===== src/rtl/round_tally_pkg.sv =====
// rtl/round_tally_pkg.sv - shared match states, BCD limits and BCD helpers
package round_tally_pkg;

    typedef enum logic [1:0] {
        ST_IDLE    = 2'd0,
        ST_PLAYING = 2'd1,
        ST_OVER    = 2'd2
    } match_state_t;

    localparam logic [7:0] BCD_MAX = 8'h99;

    // Saturating two-digit BCD increment; 99 stays at 99.
    function automatic logic [7:0] bcd_inc(input logic [7:0] v);
        logic [7:0] r;
        if (v == BCD_MAX)
            r = v;
        else if (v[3:0] == 4'd9)
            r = {v[7:4] + 4'd1, 4'd0};
        else
            r = {v[7:4], v[3:0] + 4'd1};
        return r;
    endfunction

    function automatic logic [7:0] to_bcd(input int v);
        logic [3:0] tens;
        logic [3:0] units;
        tens  = 4'(v / 10);
        units = 4'(v % 10);
        return {tens, units};
    endfunction

endpackage


===== src/rtl/bcd_counter2.sv =====
// rtl/bcd_counter2.sv - two-digit saturating BCD counter with clear and increment
module bcd_counter2
    import round_tally_pkg::*;
(
    input  logic       clk,
    input  logic       reset,
    input  logic       clr,
    input  logic       inc,
    output logic [7:0] count
);

    always_ff @(posedge clk) begin
        if (reset || clr)
            count <= 8'h00;
        else if (inc)
            count <= bcd_inc(count);
    end

endmodule


===== src/rtl/round_tally.sv =====
// rtl/round_tally.sv - per-match round tally with BCD win/tie/round counters
module round_tally
    import round_tally_pkg::*;
#(
    parameter int WIN_TARGET = 5
) (
    input  logic       slow_clock,
    input  logic       reset,
    input  logic       endround,
    input  logic       player_win_light,
    input  logic       dealer_win_light,
    input  logic       new_match,
    output logic [7:0] player_wins,
    output logic [7:0] dealer_wins,
    output logic [7:0] ties,
    output logic [7:0] rounds,
    output logic       match_player,
    output logic       match_dealer,
    output logic       round_done
);

    localparam logic [7:0] TARGET_BCD = to_bcd(WIN_TARGET);

    match_state_t state;
    logic         endround_q;
    logic         detect;
    logic         record;
    logic         player_inc;
    logic         dealer_inc;
    logic         tie_inc;
    logic         hit_player;
    logic         hit_dealer;

    // new_match wins over a coincident round, so the round is never recorded.
    assign detect     = endround && !endround_q;
    assign record     = detect && (state != ST_OVER) && !new_match;
    assign player_inc = record && player_win_light && !dealer_win_light;
    assign dealer_inc = record && dealer_win_light && !player_win_light;
    assign tie_inc    = record && player_win_light && dealer_win_light;
    assign hit_player = player_inc && (bcd_inc(player_wins) == TARGET_BCD);
    assign hit_dealer = dealer_inc && (bcd_inc(dealer_wins) == TARGET_BCD);

    bcd_counter2 u_player (.clk(slow_clock), .reset(reset), .clr(new_match), .inc(player_inc), .count(player_wins));
    bcd_counter2 u_dealer (.clk(slow_clock), .reset(reset), .clr(new_match), .inc(dealer_inc), .count(dealer_wins));
    bcd_counter2 u_ties   (.clk(slow_clock), .reset(reset), .clr(new_match), .inc(tie_inc),    .count(ties));
    bcd_counter2 u_rounds (.clk(slow_clock), .reset(reset), .clr(new_match), .inc(record),     .count(rounds));

    // History resets high so an endround already high at release is not a round.
    always_ff @(posedge slow_clock) begin
        if (reset) begin
            state        <= ST_IDLE;
            endround_q   <= 1'b1;
            match_player <= 1'b0;
            match_dealer <= 1'b0;
            round_done   <= 1'b0;
        end else begin
            endround_q <= endround;
            round_done <= record;
            if (new_match) begin
                state        <= ST_IDLE;
                match_player <= 1'b0;
                match_dealer <= 1'b0;
            end else if (record) begin
                if (hit_player) begin
                    state        <= ST_OVER;
                    match_player <= 1'b1;
                end else if (hit_dealer) begin
                    state        <= ST_OVER;
                    match_dealer <= 1'b1;
                end else begin
                    state <= ST_PLAYING;
                end
            end
        end
    end

endmodule


===== config.mk =====
export PLATFORM = sky130hd
export DESIGN_NAME = round_tally
export DESIGN_NICKNAME = d
export VERILOG_FILES = /design/src/rtl/round_tally_pkg.sv /design/src/rtl/bcd_counter2.sv /design/src/rtl/round_tally.sv
export SDC_FILE = /design/constraint.sdc
export NUM_CORES = 1
export LEC_CHECK = 0
export BUFFER_PORTS_ARGS = -buffer_cell sky130_fd_sc_hd__buf_2
export CORE_UTILIZATION = 25
export DETAILED_ROUTE_END_ITERATION = 10
export PLACE_DENSITY_LB_ADDON = 0.1
export SYNTH_ARGS = -nofsm -noshare
export SYNTH_HDL_FRONTEND = slang
export SYNTH_SLANG_ARGS = --single-unit

===== constraint.sdc =====
create_clock -name slow_clock -period 3 [get_ports slow_clock]
set_input_delay 0.6 -clock slow_clock [delete_from_list [all_inputs] [get_ports slow_clock]]
set_output_delay 0.6 -clock slow_clock [all_outputs]
set_load 0.01 [all_outputs]

-- Word-level counts from Yosys, hierarchy flattened
Index checks and enable logic that the tools add are counted.
- register bits after elaboration: 38
- bits of input ports: 6
- output and inout bits: 35
- word-level logic and storage cells: 63
- $add $sub $neg: 8
- equality and inequality tests: 11
- muxes and demuxes: 8
- bitwise logic cells: 3
- reduce and logical (&&, ||, !) cells: 22
- operators by type and width (operator ; count):
    $add A4 B1 Y4 const B ; 8
    $eq A8 B8 Y1 const B ; 4
    $mux W8 ; 4
    $eq A4 B4 Y1 const B ; 4
    $eq A8 B3 Y1 const B ; 2
    $logic_and A1 B1 Y1 ; 10
    $reduce_and A3 Y1 ; 3
    $mux W4 ; 2
    $reduce_and A2 Y1 ; 3
    $logic_not A1 Y1 ; 4
    $mux W2 ; 2
    $not A1 Y1 ; 3
    $ne A2 B2 Y1 const B ; 1
    $reduce_or A2 Y1 ; 1
    $logic_or A1 B1 Y1 ; 1

-- Longest topological paths before layout
- word-level depth: 9
- depth in mapped cells: 7
- depth with buffers taken out: 7

-- By module
Synthesis repeated with hierarchy kept, for this count alone.
- cells, all modules: 223
- area, all modules: 2014.4 um^2
- by module, submodules not included (module ; times used ; cells each ; area each (um^2) ; sequential area each (um^2)):
    bcd_counter2 ; 4 ; 48 ; 422.9 ; 160.2
    round_tally ; 1 ; 31 ; 322.8 ; 120.1

-- Least setup slack after synthesis
No wires, ideal clock.
- kind: in2reg
- from: input new_match
- to: register u_player.count[5]
- setup time: 79 ps
- arrival time: 1990 ps
- data required time: 2921 ps
- slack: 930 ps
- cell stages on the path: 6
- path buffers: 1
- cells stage by stage: or3b_1 -> buf_6 -> nor4b_4 -> and3_4 -> nor2_1 -> a211oi_2
- longest elaborated chain between the ends: 4
- elaborated cells between the ends (all ways): 5
- classes of those cells: reduce/logical: 5
- RTL lines (item ; line ; RTL):
    from (decl) ; round_tally.sv:12 ; input logic new_match,
    $logic_not A1 Y1 ; round_tally.sv:36 ; assign record = detect && (state != ST_OVER) && !new_match;
    $logic_and A1 B1 Y1 ; round_tally.sv:36 ;
    $logic_and A1 B1 Y1 (2 in a row) ; round_tally.sv:37 ; assign player_inc = record && player_win_light && !dealer_win_light;
    to (signal assigned) ; bcd_counter2.sv:16 ; count <= bcd_inc(count);
    to (decl) ; bcd_counter2.sv:9 ; output logic [7:0] count
Several ways; a longest one is shown, not always the timed one.
A chain may end at the register's enable or synchronous reset.

-- Final worst setup path
Ends and elaborated chain as after synthesis.

==> summary.txt <==
Worst setup path
  – CP Cell Sequence: buf_2 -> or3b_1 -> nor4b_4 -> and3_4 -> nor2_1 -> a211oi_2
  – Crit-path slowest cell: nor4b_4
  – Reg-to-Reg Start: endround_q
  – Worst Path Buf+Inv: 1
  – CP Max Fanout: 10
  – CP peak stage delay: between 0.5 and 0.6 ns
  – Cell family with most CP delay: simple AND/OR/NAND/NOR gates
  – Required time of the critical path: 3.22 ns
  – Crit path kind: in2reg
  – Critical Path Source: new_match
  – Worst EP arrival: between 2 and 2.5 ns
  – Crit start category: input port
  – Worst Setup End Kind: flip-flop

Die
  – Starting Density: 0.2653
  – Core Footprint: ~7400 sq um
  – Die width: 90.67 microns
  – IO Pins: between 40 and 50
  – Total die area: 8221 sq um
  – Core Rows: 31
  – Die extent in y: 90.67 microns

GRT
  – Vias in the first global route: around 1500
  – Number of antenna violations at the first check in global routing: 0
  – Total Routing Usage GR: 0.1131
  – Gr ovfl total: 0
  – First-pass GRT wire length: 7.500 mm
  – Largest net degree at the start of global routing: 30

Clocking
  – Longest Clk Path Bufs: 2
  – Post-CTS Resized: 0
  – Clock-pin slew on the worst setup and hold paths: around 0.080 ns
  – Root Driver: clkbuf_8
  – Total CTS buffers: 5
  – TritonCTS clock tree: done
  – Clock latency on the worst-skew pair: 0.29 ns
  – Post-CTS Repair Setup Buffers: 0
  – Clk sinks: 38
  – Cts hold-fix bufs: 0
  – H-tree depth: 2

Timing
  – Worst-margin pin slew: around 0.7 ns
  – Setup violators final: 0
  – Relative slew slack: 0.5231
  – Setup TNS: 0 ns
  – RSZ-0062 raised after global routing: no
  – Tcrit/Tclk final: 0.7004
  – Max Slew Vio Count: 0
  – Clock Skew: roughly 0.012 ns
  – Post-route minimum period: 2.101 ns
  – F_max: ~0.48 GHz
  – Final Hold Vio Count: 0

Placed design
  – Post-DP HPWL: about 3.2 mm
  – Placed Area: around 2300 sq um
  – DP Cell Count: 353
  – GPL Wtd Cong: between 0.6 and 0.7
  – Port Buf Inserts: 40

Pwr
  – Combinational Power Share: 0.028
  – Sequential share of power: 0.559
  – Internal power: 0.6993 mW
  – Pwr/cell area: 385.2 nW/um^2
  – Net switching power: about 0.21 mW
  – Clock group share of total power: 0.412
  – VDD IR max: 0.1124 mV
  – Leakage: roughly 0.92 nW
  – Switch share: 0.2285

Flow run
  – MaxCap Viol Count: 0

Detailed routing
  – Via/cell ratio: between 4 and 5
  – Drc violations: 0
  – WL/cell: between 10 and 15 microns
  – ANT nets after route: 0
  – Final wirelength: 4.472 mm
  – Vias: around 1700
  – DRC marker count from the first detailed-route iteration: between 100 and 150
  – Initial DRT Pass Iterations: 4

Synthesis
  – FF+latch count, synth: 38
  – Ys Warns: 0
  – Commonest cells post-synth: 38 x dfxtp_1, 28 x nor2_1, 14 x nand2_1
  – Syn nets: around 230
  – EDFF count, synth: 0
  – Cell taking the most area after synthesis: dfxtp_1
  – Dominant synthesized flop cell: dfxtp_1
  – Top-count cell post-synth: dfxtp_1
  – Post-synth top area share: 0.3870
  – Sequential element share of the synthesized area: 0.3870
  – Post-Syn Instances: 220
  – Distinct cells, synth: ~50
  – Syn Area/Cell: around 8.9 sq um
  – Post-synthesis async set-or-reset flop share: 0
  – Synth area leaders: dfxtp_1 39%, nor2_1 5.3%, ha_1 5.1%
  – Mapped cell area: 1966 sq um

Layout
  – Share of cells above drive strength 1: 0.2443
  – Final Net Count: 275
  – ANT cells: 0
  – Area delta synth->final: 19.73%
  – Layout Cells excl Fill: 361
  – Post-route cell area: 2354 sq um
  – Fill cell count: about 800

Outcome
  – Status: completed

Min path
  – Worst Hold Class: reg2reg
  – Hold path startpoint: match_dealer
-- area by class of cell --
type,count,area [sq um],area share
multi-input combinational,167,1140,0.4843
sequential,38,760.7,0.3232
timing repair buffer,41,207.7,0.08825
tap,99,123.9,0.05263
clock buffer,7,86.33,0.03668
inverter,8,30.03,0.01276
clock inverter,1,5.005,0.002127
-- stage by stage --
step                  util  worst slack [ns]  hold slack [ns]  total power, mW
finish              0.3177            0.8988           0.4778           0.9065
global route        0.3177            0.7470           0.5118           0.9506
CTS                 0.3177            0.8740           0.4897           0.9305
detailed placement  0.3054            0.5592           0.4694           0.5457
global placement    0.3054            0.6040           0.4586           0.5455
floorplan                -            0.9302           0.5091           0.5333
-- state kept, by name, indices dropped and copies added (netlist names) --
register	flops
state	2
round_done	1
match_player	1
u_ties.count	8
endround_q	1
u_dealer.count	8
match_dealer	1
u_player.count	8
u_rounds.count	8
-- worst reg2reg max path, stage by stage (launching register included) --
cell and delay, ns:
dfxtp_1 0.33, or3b_1 0.52, nor4b_4 0.56, and3_4 0.29
nor2_1 0.05, a211oi_2 0.18
-- worst paths after layout --
check	endpoint	slack, ns	cells after the start
setup / recovery	u_player.count[5]	0.90	6
hold / removal	match_dealer	0.48	1
setup reg to reg	u_player.count[5]	1.01	5
hold reg to reg	match_dealer	0.48	1
-- layer usage --
layer | GRT usage | up-vias | part of all wire
met5 | 0 | - | 0
met4 | 0.03629 | 0 | 0.010
met3 | 0.03114 | 5 | 0.050
met2 | 0.1787 | 33 | 0.46
met1 | 0.1481 | 764 | 0.48
li1 | - | 866 | -
-- cell usage in the layout, fill, tap and decap left out, drive strengths merged, types with 2 or more instances in the layout --
master	count
a31oi	4
nand3	12
and3	3
and3b	2
nor4b	3
inv	8
nand4	2
xor2	8
nor4	3
xnor2	7
mux2i	4
ha	8
buf	41
nor2	28
dfxtp	38
a21oi	10
clkbuf	7
nand2b	5
nor2b	2
o21ai	7
nand2	14
nor3	10
or2	3
or3b	3
nand3b	3
nand4b	3
a211oi	4
o21a	2
-- cell families after synthesis --
kind of cell / count (synthesis) / synth area share
flip-flops: 38 / 0.3870
adder cells (fa/ha/maj): 8 / 0.05093
multiplexers: 5 / 0.02610
buffers and inverters: 15 / 0.03310
AND/OR/NAND/NOR: 102 / 0.3100
XOR/XNOR: 15 / 0.06684
AO/OA/AOI/OAI: 37 / 0.1260
-- power by group through the flow --
stage / sequential [mW] / clock [mW] / combinational, mW
2_1_floorplan: 0.519 / 0 / 0.0147
3_3_place_gp: 0.519 / 0 / 0.0267
3_5_place_dp: 0.519 / 0 / 0.0269
4_1_cts: 0.507 / 0.397 / 0.0271
5_1_grt: 0.507 / 0.415 / 0.0288
6_report: 0.507 / 0.374 / 0.0258
(Power assumes the default switching activity.)
